===== src/rtl/video_timing_ctrl.sv =====
// Raster timing generator: leading pixel counters for the renderer and
// delayed hsync/vsync/vde aligned to the renderer's RGB output.
module video_timing_ctrl #(
  parameter int H_ACTIVE = 800,
  parameter int H_FP     = 40,
  parameter int H_SYNC   = 128,
  parameter int H_BP     = 88,
  parameter int V_ACTIVE = 600,
  parameter int V_FP     = 1,
  parameter int V_SYNC   = 4,
  parameter int V_BP     = 23,
  parameter bit HS_POL   = 1'b1,
  parameter bit VS_POL   = 1'b1,
  parameter int LATENCY  = 2
) (
  input  logic        clk,
  input  logic        rst,
  input  logic        enable,
  output logic [10:0] hcount,
  output logic [9:0]  vcount,
  output logic        active,
  output logic        new_frame,
  output logic        line_start,
  output logic        hsync,
  output logic        vsync,
  output logic        vde,
  output logic        running,
  output logic [15:0] frame_cnt
);

  localparam int H_TOTAL = H_ACTIVE + H_FP + H_SYNC + H_BP;
  localparam int V_TOTAL = V_ACTIVE + V_FP + V_SYNC + V_BP;

  localparam logic [10:0] H_LAST = 11'(H_TOTAL - 1);
  localparam logic [10:0] H_ACT  = 11'(H_ACTIVE);
  localparam logic [10:0] HS_BEG = 11'(H_ACTIVE + H_FP);
  localparam logic [10:0] HS_END = 11'(H_ACTIVE + H_FP + H_SYNC);
  localparam logic [9:0]  V_LAST = 10'(V_TOTAL - 1);
  localparam logic [9:0]  V_ACT  = 10'(V_ACTIVE);
  localparam logic [9:0]  VS_BEG = 10'(V_ACTIVE + V_FP);
  localparam logic [9:0]  VS_END = 10'(V_ACTIVE + V_FP + V_SYNC);

  typedef enum logic [1:0] {
    IDLE  = 2'd0,
    RUN   = 2'd1,
    DRAIN = 2'd2
  } state_t;

  state_t      state_q, state_d;
  logic [10:0] h_q, h_d;
  logic [9:0]  v_q, v_d;
  logic [15:0] fc_q, fc_d;

  logic run;
  logic last_px;
  logic de_raw;
  logic hs_raw;
  logic vs_raw;

  assign run     = (state_q != IDLE);
  assign last_px = (h_q == H_LAST) && (v_q == V_LAST);

  always_comb begin
    state_d = state_q;
    h_d     = h_q;
    v_d     = v_q;
    fc_d    = fc_q;
    unique case (state_q)
      IDLE: begin
        h_d = '0;
        v_d = '0;
        if (enable) state_d = RUN;
      end
      RUN, DRAIN: begin
        if (h_q == H_LAST) begin
          h_d = '0;
          v_d = (v_q == V_LAST) ? '0 : v_q + 10'd1;
        end else begin
          h_d = h_q + 11'd1;
        end
        if (last_px) fc_d = fc_q + 16'd1;
        // Stopping is only honoured on the last pixel of a frame.
        if (enable)       state_d = RUN;
        else if (last_px) state_d = IDLE;
        else              state_d = DRAIN;
      end
      default: state_d = IDLE;
    endcase
  end

  always_ff @(posedge clk) begin
    if (rst) begin
      state_q <= IDLE;
      h_q     <= '0;
      v_q     <= '0;
      fc_q    <= '0;
    end else begin
      state_q <= state_d;
      h_q     <= h_d;
      v_q     <= v_d;
      fc_q    <= fc_d;
    end
  end

  assign de_raw = run && (h_q < H_ACT) && (v_q < V_ACT);
  assign hs_raw = run && (h_q >= HS_BEG) && (h_q < HS_END);
  assign vs_raw = run && (v_q >= VS_BEG) && (v_q < VS_END);

  logic [LATENCY-1:0] de_dl_q;
  logic [LATENCY-1:0] hs_dl_q;
  logic [LATENCY-1:0] vs_dl_q;

  // Keeps shifting in IDLE so the tail of the last frame drains out.
  always_ff @(posedge clk) begin
    if (rst) begin
      de_dl_q <= '0;
      hs_dl_q <= {LATENCY{~HS_POL}};
      vs_dl_q <= {LATENCY{~VS_POL}};
    end else begin
      de_dl_q[0] <= de_raw;
      hs_dl_q[0] <= hs_raw ? HS_POL : ~HS_POL;
      vs_dl_q[0] <= vs_raw ? VS_POL : ~VS_POL;
      for (int i = 1; i < LATENCY; i++) begin
        de_dl_q[i] <= de_dl_q[i-1];
        hs_dl_q[i] <= hs_dl_q[i-1];
        vs_dl_q[i] <= vs_dl_q[i-1];
      end
    end
  end

  assign hcount     = h_q;
  assign vcount     = v_q;
  assign active     = de_raw;
  assign new_frame  = run && (h_q == '0) && (v_q == '0);
  assign line_start = run && (h_q == '0);
  assign running    = run;
  assign frame_cnt  = fc_q;
  assign vde        = de_dl_q[LATENCY-1];
  assign hsync      = hs_dl_q[LATENCY-1];
  assign vsync      = vs_dl_q[LATENCY-1];

endmodule


===== config.mk =====
export PLATFORM = sky130hd
export DESIGN_NAME = video_timing_ctrl
export DESIGN_NICKNAME = d
export VERILOG_FILES = /design/src/rtl/video_timing_ctrl.sv
export SDC_FILE = /design/constraint.sdc
export NUM_CORES = 1
export LEC_CHECK = 0
export BUFFER_PORTS_ARGS = -buffer_cell sky130_fd_sc_hd__buf_2
export CAP_MARGIN = 20
export CORE_MARGIN = 8
export CORE_UTILIZATION = 45
export DETAILED_ROUTE_END_ITERATION = 6
export PLACE_DENSITY = 0.73
export REMOVE_ABC_BUFFERS = 1
export SETUP_SLACK_MARGIN = 0.2
export SLEW_MARGIN = 10
export SYNTH_ARGS = -nofsm -noshare
export SYNTH_HDL_FRONTEND = slang
export SYNTH_SLANG_ARGS = --single-unit

===== constraint.sdc =====
create_clock -name clk -period 5.05 [get_ports clk]
set_clock_uncertainty 0.15 [all_clocks]
set_input_delay 0.7575 -clock clk [delete_from_list [all_inputs] [get_ports clk]]
set_output_delay 0.7575 -clock clk [all_outputs]
set_load 0.02 [all_outputs]

# ---- Yosys cells after proc, flatten, opt, wreduce, memory -nomap -nowiden
# Cells that the tools add are included.
dict set report totals {
  regBits 45
  latchBits 0
  ramBits 0
  rom_bits 0
  input_bits 3
  word_cells 50
  memories 0
}
dict set report op_classes {
  add_sub_neg 3
  multipliers 0
  div 0
  magnitude_cmp 6
  eq_ne 6
  n_shift 0
  mux 11
  bitwise_logic 0
  n_reduce_logical 17
}
# cell count
set ops {}
lappend ops {{$lt A11 B10 Y1 const B} 2}
lappend ops {{$pmux W11 S2} 1}
lappend ops {{$lt A10 B10 Y1 const B} 2}
lappend ops {{$mux W10} 2}
lappend ops {{$pmux W10 S2} 1}
lappend ops {{$add A16 B1 Y16 const B} 1}
lappend ops {{$add A11 B1 Y11 const B} 1}
lappend ops {{$eq A11 B11 Y1 const B} 1}
lappend ops {{$ge A11 B10 Y1 const B} 1}
lappend ops {{$logic_not A11 Y1} 1}
lappend ops {{$mux W11} 1}
lappend ops {{$add A10 B1 Y10 const B} 1}
lappend ops {{$eq A10 B10 Y1 const B} 1}
lappend ops {{$ge A10 B10 Y1 const B} 1}
lappend ops {{$logic_not A10 Y1} 1}
lappend ops {{$logic_and A1 B1 Y1} 9}
lappend ops {{$mux W2} 3}
lappend ops {{$ne A2 B2 Y1 const B} 2}
lappend ops {{$pmux W2 S2} 1}
lappend ops {{$reduce_and A2 Y1} 2}
lappend ops {{$reduce_bool A2 Y1} 2}
lappend ops {{$eq A2 B1 Y1 const B} 1}
lappend ops {{$eq A2 B2 Y1 const B} 1}
lappend ops {{$logic_not A2 Y1} 1}
lappend ops {{2 further kinds} 3}

# ---- Longest topological paths before layout
# Gate-level depths: netlist (run 1).
dict set report depth {
  word_depth 5
  depth_mapped 7
  ltp_nobuf 6
}

# ---- Least setup slack after synthesis (run 1)
# No wires, ideal clock.
dict set report synth_path {
  path_type {reg-to-output}
  start {register h_q[6], in the netlist hcount[6]}
  end {output port new_frame}
  t_arrival_ns 2.622
  required_ns 4.143
  slack_ns 1.520
  stages_incl_launch_ff 5
  path_cell_list {dfxtp_1 -> or4_1 -> clkbuf_2 -> nor4_1 -> nor4b_1}
}
dict set report synth_between {
  elab_chain_cells 3
}
# element line
set synth_rtl {}
lappend synth_rtl {{from (decl)} 50} ;# logic [10:0] h_q, h_d;
lappend synth_rtl {{from (signal assigned)} 94} ;# h_q <= '0;
lappend synth_rtl {{from (signal assigned)} 99} ;# h_q <= h_d;
lappend synth_rtl {{$logic_not A11 Y1} --}
lappend synth_rtl {{$logic_and A1 B1 Y1} --}
lappend synth_rtl {{named net line_start} 23} ;# output logic line_start,
lappend synth_rtl {{$logic_and A1 B1 Y1} 134} ;# assign new_frame = run && (h_q == '0) && (v_q == '0);
lappend synth_rtl {{to (decl)} 22} ;# output logic new_frame,
# The timed path passes the listed nets, and every way through them passes these cells.

# ---- Worst setup path after layout (run 1)
dict set report layout_path {
  start {register h_q[6], in the netlist hcount[6]}
  end {output port new_frame}
}
dict set report layout_between {
  elab_chain_cells 3
}
# element line
set layout_rtl {}
lappend layout_rtl {{$logic_not A11 Y1} 134}
lappend layout_rtl {{$logic_and A1 B1 Y1 (2 in series)} 134}
# No other way between the ends.

==> results of run 1 <==
## cell usage after synthesis (all sizes together), types with 8 or more instances
cell type	instances
or4	13
or3	8
inv	19
dfxtp	45
xnor2	10
nand3	10
nor3	9
nand4	11
clkbuf	11
nor2b	8
nand2	18
o31ai	8
ha	9
nor2	20
a21oi	20
## layout make-up
cell class,instances,area [um^2]
Timing Repair Buffer,46,230
Clock buffer,7,86.3
Inverter,19,71.3
Fill cell,506,2390
Tap cell,70,87.6
Multi-Input combinational cell,207,1340
Sequential cell,45,901
## cell families (layout without fill, tap and decap cells)
| kind of cell | Yosys count | in the layout |
|---|---|---|
| muxes | 3 | 3 |
| AOI/OAI and AO/OA | 56 | 56 |
| adders and majority gates | 9 | 9 |
| xor gates and xnor gates | 14 | 14 |
| buffers and inverters | 35 | 72 |
| and+or+nand+nor | 125 | 125 |
| DFF | 45 | 45 |
## worst max-delay path, stage by stage, from the launching register on
cell	delay (ns)
dfxtp_1	0.37
or4_1	0.68
nor4_1	0.35
nor4b_1	0.31
buf_2	0.23
## report_power, final
part	internal, mW	leakage (nW)	total (mW)	switching, mW
clock network	0.109	0.0443	0.221	0.113
logic	0.0118	0.599	0.0385	0.0267
registers	0.357	0.363	0.358	0.00169
total	0.477	1.01	0.618	0.141
## registers in the layout (all words and copies together) (netlist names)
name,count
frame_cnt,16
hcount,11
vcount,10
de_dl_q,2
hs_dl_q,2
state_q,2
vs_dl_q,2
## worst max-delay path by stage
| stage | from | cells past startpoint | to | slack, ns |
|---|---|---|---|---|
| after global placement | hcount[6]$_SDFFE_PP0P_ | 4 | new_frame | 2.31 |
| final | hcount[6]$_SDFFE_PP0P_ | 4 | new_frame | 1.92 |
| after floorplan | hcount[6]$_SDFFE_PP0P_ | 3 | new_frame | 1.54 |
| after detailed placement | hcount[6]$_SDFFE_PP0P_ | 4 | new_frame | 2.28 |
| after CTS | hcount[6]$_SDFFE_PP0P_ | 4 | new_frame | 1.93 |
| after global routing | hcount[6]$_SDFFE_PP0P_ | 4 | new_frame | 1.84 |
## routing by layer
layer | GRT usage (%) | vias to the layer above
met5 | 0 | -
met4 | 4.30 | 0
met3 | 4.46 | 5
met2 | 24.8 | 79
met1 | 19.1 | 1043
li1 | - | 1113
==> metrics.md, run 1 <==
| Metric | Value |
|---|---|
| Worst hold endpoint | `vs_dl_q[1]$_SDFF_PP0_` |
| Cells on worst reg2reg path | `4` |
| Metal2 WL | `2660 um` |
| CTS tree | `done` |
| Worst path required time | `4.14 ns` |
| CTS Root Cell | `clkbuf_8` |
| Adder-cell share of the synthesized area | `4.74%` |
| Gate Count Post-Synth | `287` |
| Total CTS buffers | `5` |
| Synth Warn # | `0` |
| Total GRT Usage | `between 10% and 20%` |
| Fin util | `between 50 and 60%` |
| Die area | `0.00786 mm^2` |
| Largest family of logic cells by synthesized area | `simple AND/OR/NAND/NOR gates` |
| Synth cell types | `43` |
| Achievable frequency | `320 MHz` |
| Wire length per cell | `15.0 um` |
| Share of layout cells above drive strength 1 | `between 10% and 20%` |
| Post-place instance area | `0.00263 mm^2` |
| Yosys reg bits | `45` |
| Async SR Flop Fraction | `0%` |
| Power Dens Cells | `about 230 mW/mm^2` |
| Vias in the first global route | `2062` |
| H-tree levels | `2` |
| Setup slack after layout | `just under 2 ns` |
| Max Root-Sink Buffers | `2` |
| Initial antenna violation count | `0` |
| Total gr overflow | `0` |
| I/O Buffers | `46` |
| Worst-Skew Late Latency | `0.29 ns` |
| R2r endpoint | `frame_cnt[4]$_SDFFE_PP0P_` |
| Design Area, Final | `around 0.0027 mm^2` |
| Mux cell area share after synthesis | `1.42%` |
| Resize count post-CTS | `0` |
| Largest net degree at the start of global routing | `34` |
| LEAKAGE | `slightly above 1 nW` |
| CP max FO | `7` |
| Simple-Gate Fraction of Synth Area | `~30%` |
| Growth of design area from synthesis to finish | `14.3%` |
| Clk slew on worst S/H paths | `0.08 ns` |
| DRC Markers | `0` |
| Slew margin rel. | `between 30% and 40%` |
| Post-CTS setup buffer count | `0` |
| Core Area | `0.00511 mm^2` |
| Antenna cell count | `0` |
| Seq/Total Area, Yosys | `37.9%` |
| Cell taking the most area after synthesis | `dfxtp_1` |
| Most frequent cells in the layout | `46 x buf_2, 45 x dfxtp_1, 20 x a21oi_1, 20 x nor2_1, 19 x inv_1` |
| Final GP Congestion | `0.828` |
| Die Y | `88.6 um` |
| CP Capture Type | `primary output` |
| Die width | `88.6 um` |
| Crit start category | `flop` |
| DRT met1 WL | `2750 um` |
| Row cnt | `26` |
| Io pins | `47` |
| Via/cell ratio | `around 5.7` |
| Status | `complete, no violations` |
| Slew @ Worst Pin | `0.914 ns` |
| Setup TNS Final | `0 ns` |
| Cell Area, Synth | `0.00237 mm^2` |
| Compound-cell area share of the yosys netlist | `between 15 and 20%` |
| Reg2Reg Launch Point | `hcount[6]$_SDFFE_PP0P_` |
| Synth top area cells | `dfxtp_1 38%, ha_1 4.7%, a21oi_1 4.2%` |
| Routed Wire Length | `5930 um` |
| Mapped Avg Cell Area | `about 8.3 um^2` |
| Final setup violation count | `0` |
| Post-synth top flop | `dfxtp_1` |
| Maximum VDD drop | `0.144 mV` |
| # hold bufs at CTS | `0` |
| Cells after DPL | `387` |
| WS Path Type | `flop to primary output` |
| Clock sinks | `between 40 and 50` |
| Top Layer Used | `met4` |
| Antenna Nets Post-Route | `0` |
| Top cell type's share of synthesized area | `approximately 38%` |
| First-pass GRT wire length | `9730 um` |
| Worst slack, placed | `2.28 ns` |
| Final Slew Violations | `0` |
| Min Tclk post-route | `around 3.1 ns` |
| Final Non-Filler Cells | `394` |
| DR iter-0 viols | `160` |
| Hold WS | `0.289 ns` |
| 1st-pass router iterations | `4` |
| EDFF count, synth | `0` |
| Final Net Count | `336` |
| Hold path start | `vs_dl_q[0]$_SDFF_PP0_` |
| Fin crit share | `between 60% and 70%` |
| DP HPWL | `~4300 um` |
| Crit path DAT | `2.22 ns` |
| Commonest non-fill, non-tap cell in the layout | `buf_2` |
| Worst R2R Setup Slack | `2.28 ns` |
| Fin. Hold Viols | `0` |
| Total power | `0.618 mW` |
| Max-Cap Viols | `0` |
| Worst hold path class | `flop to flop` |
| Initial core utilization | `roughly 46%` |
| Met3 WL | `~460 um` |
| WHS Path Cells | `1` |
| Vias | `about 2200` |
| XOR/XNOR Fraction of Synth Area | `5.16%` |
| Unrepaired setup endpoints after global routing | `no` |
Note: power is estimated with default switching activity, not from simulation.
==> inputs of run 2 (changes only) <==
--- a/config.mk
+++ b/config.mk
@@ -10,7 +10,7 @@
 export CORE_MARGIN = 8
 export CORE_UTILIZATION = 45
 export DETAILED_ROUTE_END_ITERATION = 6
-export PLACE_DENSITY = 0.73
+export PLACE_DENSITY = 0.76
 export REMOVE_ABC_BUFFERS = 1
 export SETUP_SLACK_MARGIN = 0.2
 export SLEW_MARGIN = 10
==> constraint.sdc (replaced) <==
create_clock -name clk -period 2.6 [get_ports clk]
set_clock_uncertainty 0.15 [all_clocks]
set_input_delay 0.39 -clock clk [delete_from_list [all_inputs] [get_ports clk]]
set_output_delay 0.39 -clock clk [all_outputs]
set_load 0.02 [all_outputs]
==> run 2 against run 1 <==
Power up 120%. Combinational power increased to 2.5 times the previous value. Worst setup slack got worse by 1.8 ns. Register-to-register slack got worse by 2.0 ns. Flip-flop and latch count did not move. Sequential share of layout area is 3.1 points lower. Via count rose by 4.6%. Global-route usage up 0.37 points. Highest routed layer unchanged.
==> metrics.md, run 2 (synthesized netlist as in run 1, its figures left out) <==
| Metric | Value |
|---|---|
| Status | `complete, no violations` |
| Antenna Nets Post-Route | `0` |
| Hold WS | `roughly 0.13 ns` |
| Fin. Hold Viols | `0` |
| DRC Markers | `0` |
| Cells on worst reg2reg path | `4` |
| DR iter-0 viols | `179` |
| Initial core utilization | `46.5%` |
| Unrepaired setup endpoints after global routing | `yes` |
| WHS Path Cells | `2` |
| Setup TNS Final | `0 ns` |
| Routed Wire Length | `6180 um` |
| Hold path start | `enable` |
| Fill count | `462` |
| Worst path required time | `slightly above 2 ns` |
| Total GRT Usage | `between 10% and 20%` |
| Core Area | `0.00511 mm^2` |
| Max reg flops | `16` |
| Clk slew on worst S/H paths | `0.09 ns` |
| Worst R2R Setup Slack | `0.24 ns` |
| Slew @ Worst Pin | `0.662 ns` |
| Final Slew Violations | `0` |
| Die area | `slightly below 0.008 mm^2` |
| R2r endpoint | `frame_cnt[3]$_SDFFE_PP0P_` |
| Fin util | `58.9%` |
| Power Dens Cells | `449 mW/mm^2` |
| H-tree levels | `2` |
| Reg2Reg Launch Point | `hcount[8]$_SDFFE_PP0P_` |
| I/O Buffers | `46` |
| Wire length per cell | `14.8 um` |
| Worst hold endpoint | `state_q[1]$_SDFFE_PP0P_` |
| Maximum VDD drop | `0.262 mV` |
| Initial antenna violation count | `0` |
| Final GP Congestion | `0.907` |
| Io pins | `47` |
| DP HPWL | `4420 um` |
| Worst hold path class | `primary input to flop` |
| Die width | `between 80 and 90 um` |
| Die Y | `88.6 um` |
| Cells after DPL | `approximately 400` |
| Total CTS buffers | `5` |
| Max Root-Sink Buffers | `2` |
| Slew margin rel. | `~55%` |
| Crit start category | `flop` |
| Final Non-Filler Cells | `417` |
| Clock sinks | `45` |
| CP max FO | `3` |
| Crit path DAT | `1.96 ns` |
| 1st-pass router iterations | `4` |
| Share of layout cells above drive strength 1 | `29.1%` |
| Worst-Skew Late Latency | `0.30 ns` |
| Max-Cap Viols | `0` |
| Growth of design area from synthesis to finish | `26.6%` |
| Row cnt | `26` |
| Most frequent cells in the layout | `44 x buf_2, 42 x dfxtp_1, 23 x buf_4, 20 x a21oi_1, 20 x nor2_1` |
| First-pass GRT wire length | `9920 um` |
| Vias in the first global route | `2186` |
| CTS tree | `done` |
| Fin crit share | `a little under 100%` |
| Final setup violation count | `0` |
| Antenna cell count | `0` |
| Vias | `2343` |
| WS Path Type | `flop to primary output` |
| Via/cell ratio | `5.62` |
| Final Net Count | `358` |
| Achievable frequency | `between 300 and 400 MHz` |
| Min Tclk post-route | `about 2.5 ns` |
| LEAKAGE | `1.14 nW` |
| Total gr overflow | `0` |
| CP Capture Type | `primary output` |
| Largest net degree at the start of global routing | `34` |
| Commonest non-fill, non-tap cell in the layout | `buf_2` |
| CTS Root Cell | `clkbuf_8` |
run 2: metrics by stage:
step	cell area [um^2]	total power, mW	worst slack, ns
after detailed placement	2750	0.791	0.101
final	3010	1.35	0.0990
after floorplan	2310	0.758	-0.544
after global routing	3010	1.40	0.0257
after CTS	2950	1.36	0.144
after global placement	2750	0.790	0.0969
run 2: timing repair:
item / CTS / global route
endpoints found under the hold margin: 0 / 0
buffers inserted: 2 / 4
hold buffers: 0 / 0
resized for setup: 15 / 7
endpoints found under the setup margin: 12 / 14
pin swaps: 2 / 1
run 2: cell type report:
type	instances	area, um^2	area share [%]
clock buffers	6	82.6	2.75
clock inverters	2	37.5	1.25
inverters	19	71.3	2.37
multi-input cells	207	1420	47.2
flip-flops and latches	45	905	30.1
well taps	70	87.6	2.91
repair buffers	68	404	13.4
run 2: where the power goes:
group | switching [mW] | total, mW | internal [mW]
clock | 0.245 | 0.557 | 0.313
sequential | 0.00285 | 0.696 | 0.693
combinational | 0.0585 | 0.0968 | 0.0383
run 2: per-layer routing:
| layer | global-route usage [%] | vias to the layer above | wire [um] |
|---|---|---|---|
| li1 | - | 1168 | - |
| met1 | 19.3 | 1092 | 2770 |
| met2 | 25.9 | 77 | 2940 |
| met3 | 4.09 | 6 | 403 |
| met4 | 4.76 | 0 | 68 |
| met5 | 0 | - | 0 |
run 2: how the worst max path moves through the flow:
stage	from	slack, ns	end	cells after the start
after floorplan	hcount[6]$_SDFFE_PP0P_	-0.54	new_frame	3
after global placement	hcount[6]$_SDFFE_PP0P_	0.1	new_frame	5
after detailed placement	state_q[0]$_SDFFE_PP0P_	0.10	frame_cnt[3]$_SDFFE_PP0P_	6
after CTS	hcount[8]$_SDFFE_PP0P_	0.14	new_frame	5
after global routing	hcount[8]$_SDFFE_PP0P_	0.03	new_frame	5
final	hcount[8]$_SDFFE_PP0P_	0.1	new_frame	5
run 2: critical path: stages (launching register included):
cell	delay, ns
dfxtp_1	0.32
or4_4	0.55
buf_6	0.14
nor4_4	0.18
nor4b_4	0.28
buf_4	0.19
==> inputs of run 3 (changes only) <==
--- a/config.mk
+++ b/config.mk
@@ -8,9 +8,9 @@
 export BUFFER_PORTS_ARGS = -buffer_cell sky130_fd_sc_hd__buf_2
 export CAP_MARGIN = 20
 export CORE_MARGIN = 8
-export CORE_UTILIZATION = 45
+export CORE_UTILIZATION = 25
 export DETAILED_ROUTE_END_ITERATION = 6
-export PLACE_DENSITY = 0.76
+export PLACE_DENSITY = 0.5
 export REMOVE_ABC_BUFFERS = 1
 export SETUP_SLACK_MARGIN = 0.2
 export SLEW_MARGIN = 10
==> run 3 against run 2 <==
Final cell count grew 14%. First-iteration DRC count down 39%. Sequential power about the same. Power down 11%. Global-route usage shrank 5.3 points. Combinational power up 6%. Routed wire length grew 9.2%. Utilization decreased by 26 points. Flip-flop and latch count unchanged. Largest power group unchanged. Highest routed layer unchanged.
==> metrics.md, run 3 (synthesized netlist as in run 1, its figures left out) <==
| Metric | Value |
|---|---|
| Status | `complete, no violations` |
| Die width | `113 um` |
| Antenna cell count | `0` |
| Most frequent cells in the layout | `44 x dfxtp_1, 43 x buf_2, 26 x buf_4, 20 x a21oi_1, 20 x nor2_1` |
| First-pass GRT wire length | `11100 um` |
| Clock sinks | `45` |
| LEAKAGE | `approximately 1.1 nW` |
| Total power | `about 1.2 mW` |
| CP Capture Type | `primary output` |
| Initial antenna violation count | `0` |
| Final GP Congestion | `0.794` |
| Vias | `between 2000 and 2500` |
| Max-Cap Viols | `0` |
| CP max FO | `5` |
| Core Area | `0.00924 mm^2` |
| Achievable frequency | `404 MHz` |
| Crit start category | `flop` |
| Worst path required time | `around 2.1 ns` |
| Fin. Hold Viols | `0` |
| Final Net Count | `between 300 and 400` |
| Wire length per cell | `14.2 um` |
| DP HPWL | `5140 um` |
| Total GRT Usage | `10.4%` |
| Min Tclk post-route | `2.47 ns` |
| Max reg flops | `16` |
| Setup TNS Final | `0 ns` |
| Multi-input logic area | `0.00142 mm^2` |
| Unrepaired setup endpoints after global routing | `yes` |
| H-tree levels | `2` |
| Share of layout cells above drive strength 1 | `~29%` |
| Fin crit share | `95.2%` |
| Largest net degree at the start of global routing | `26` |
| Maximum VDD drop | `0.159 mV` |
| CTS Root Cell | `clkbuf_8` |
| Worst hold path class | `primary input to flop` |
| Slew margin rel. | `a little over two thirds` |
| Clk slew on worst S/H paths | `around 0.080 ns` |
| Final setup violation count | `0` |
| DRC Markers | `0` |
| Worst-Skew Late Latency | `0.29 ns` |
| Top Layer Used | `met4` |
| Routed Wire Length | `6760 um` |
| Crit path DAT | `1.93 ns` |
| Die Y | `approximately 110 um` |
| 1st-pass router iterations | `4` |
| Via/cell ratio | `4.74` |
| Power Dens Cells | `394 mW/mm^2` |
| DR iter-0 viols | `110` |
| Slew @ Worst Pin | `0.458 ns` |
| Final Slew Violations | `0` |
| # hold bufs at CTS | `0` |
| Register area | `around 900 um^2` |
| CTS tree | `done` |
| Vias in the first global route | `2179` |
| DRT met1 WL | `3380 um` |
| Total CTS buffers | `5` |
| Fill count | `989` |
| Metal2 WL | `~3000 um` |
| Io pins | `47` |
| WS Path Type | `flop to primary output` |
| Die area | `between 0.01 and 0.015 mm^2` |
| Max Root-Sink Buffers | `2` |
| Antenna Nets Post-Route | `0` |
| Total gr overflow | `0` |
| I/O Buffers | `between 40 and 50` |
| Commonest non-fill, non-tap cell in the layout | `dfxtp_1` |
| Row cnt | `35` |
| Initial core utilization | `about a quarter` |
| Met3 WL | `306 um` |
| Growth of design area from synthesis to finish | `29.0%` |
[run 3: changes by cell type in the layout (fill, tap and decap cells not counted), sizes merged]
cell / change
clkinv: +1
bufinv: -1
clkinvlp: -1
clkbuf: -1
buf: +3
[run 3: repair_timing]
action                     CTS  global route
buffers inserted             1             2
pin swaps                    1             3
resized for setup            9            15
setup endpoints to repair   12            22
[run 3: worst max-delay path, stage by stage, from the launching register on]
cell     delay (ns)
dfxtp_1        0.32
or4_4          0.56
buf_6          0.15
nor4_4         0.16
nor4b_4        0.26
buf_4          0.19
[run 3: worst paths after layout]
kind	endpoint	cells after the start	start	slack (ns)
worst max-delay path	new_frame	5	hcount[6]$_SDFFE_PP0P_	0.13
worst min-delay path	state_q[1]$_SDFFE_PP0P_	2	enable	0.15
worst max register to register	frame_cnt[12]$_SDFFE_PP0P_	5	hcount[0]$_SDFFE_PP0P_	0.22
worst min register to register	vs_dl_q[1]$_SDFF_PP0_	1	vs_dl_q[0]$_SDFF_PP0_	0.29
[run 3: cell type report]
cell class | instances | area share, %
Sequential cell | 45 | 29.5
Inverter | 19 | 2.33
Multi-Input combinational cell | 207 | 46.4
Tap cell | 129 | 5.27
Clock inverter | 1 | 0.163
Timing Repair Buffer | 71 | 14.1
Clock buffer | 5 | 2.25
[run 3: metrics by stage]
stage | worst slack (ns) | cells | instance area, um^2 | util, % | hold WS [ns]
floorplan | -0.544 | 271 | 2310 | - | 0.264
finish | 0.125 | 477 | 3060 | 33.1 | 0.149
CTS | 0.111 | 475 | 2990 | 32.4 | 0.134
global route | 0.0345 | 477 | 3060 | 33.1 | 0.146
detailed placement | 0.121 | 468 | 2870 | 31.0 | 0.274
global placement | 0.176 | 468 | 2870 | 31.0 | 0.269
[run 3: report_power, final]
part           total (mW)  switching (mW)  internal [mW]  leakage [nW]
sequential          0.696         0.00309          0.693         0.363
clock               0.409           0.231          0.177        0.0399
combinational       0.103          0.0606         0.0429         0.737
total                1.21           0.295          0.913          1.14
[run 3: routing by layer]
metal	vias to the layer above	global-route usage (%)
li1	1162	-
met1	1047	13.7
met2	47	16.4
met3	6	2.75
met4	0	2.66
met5	-	0
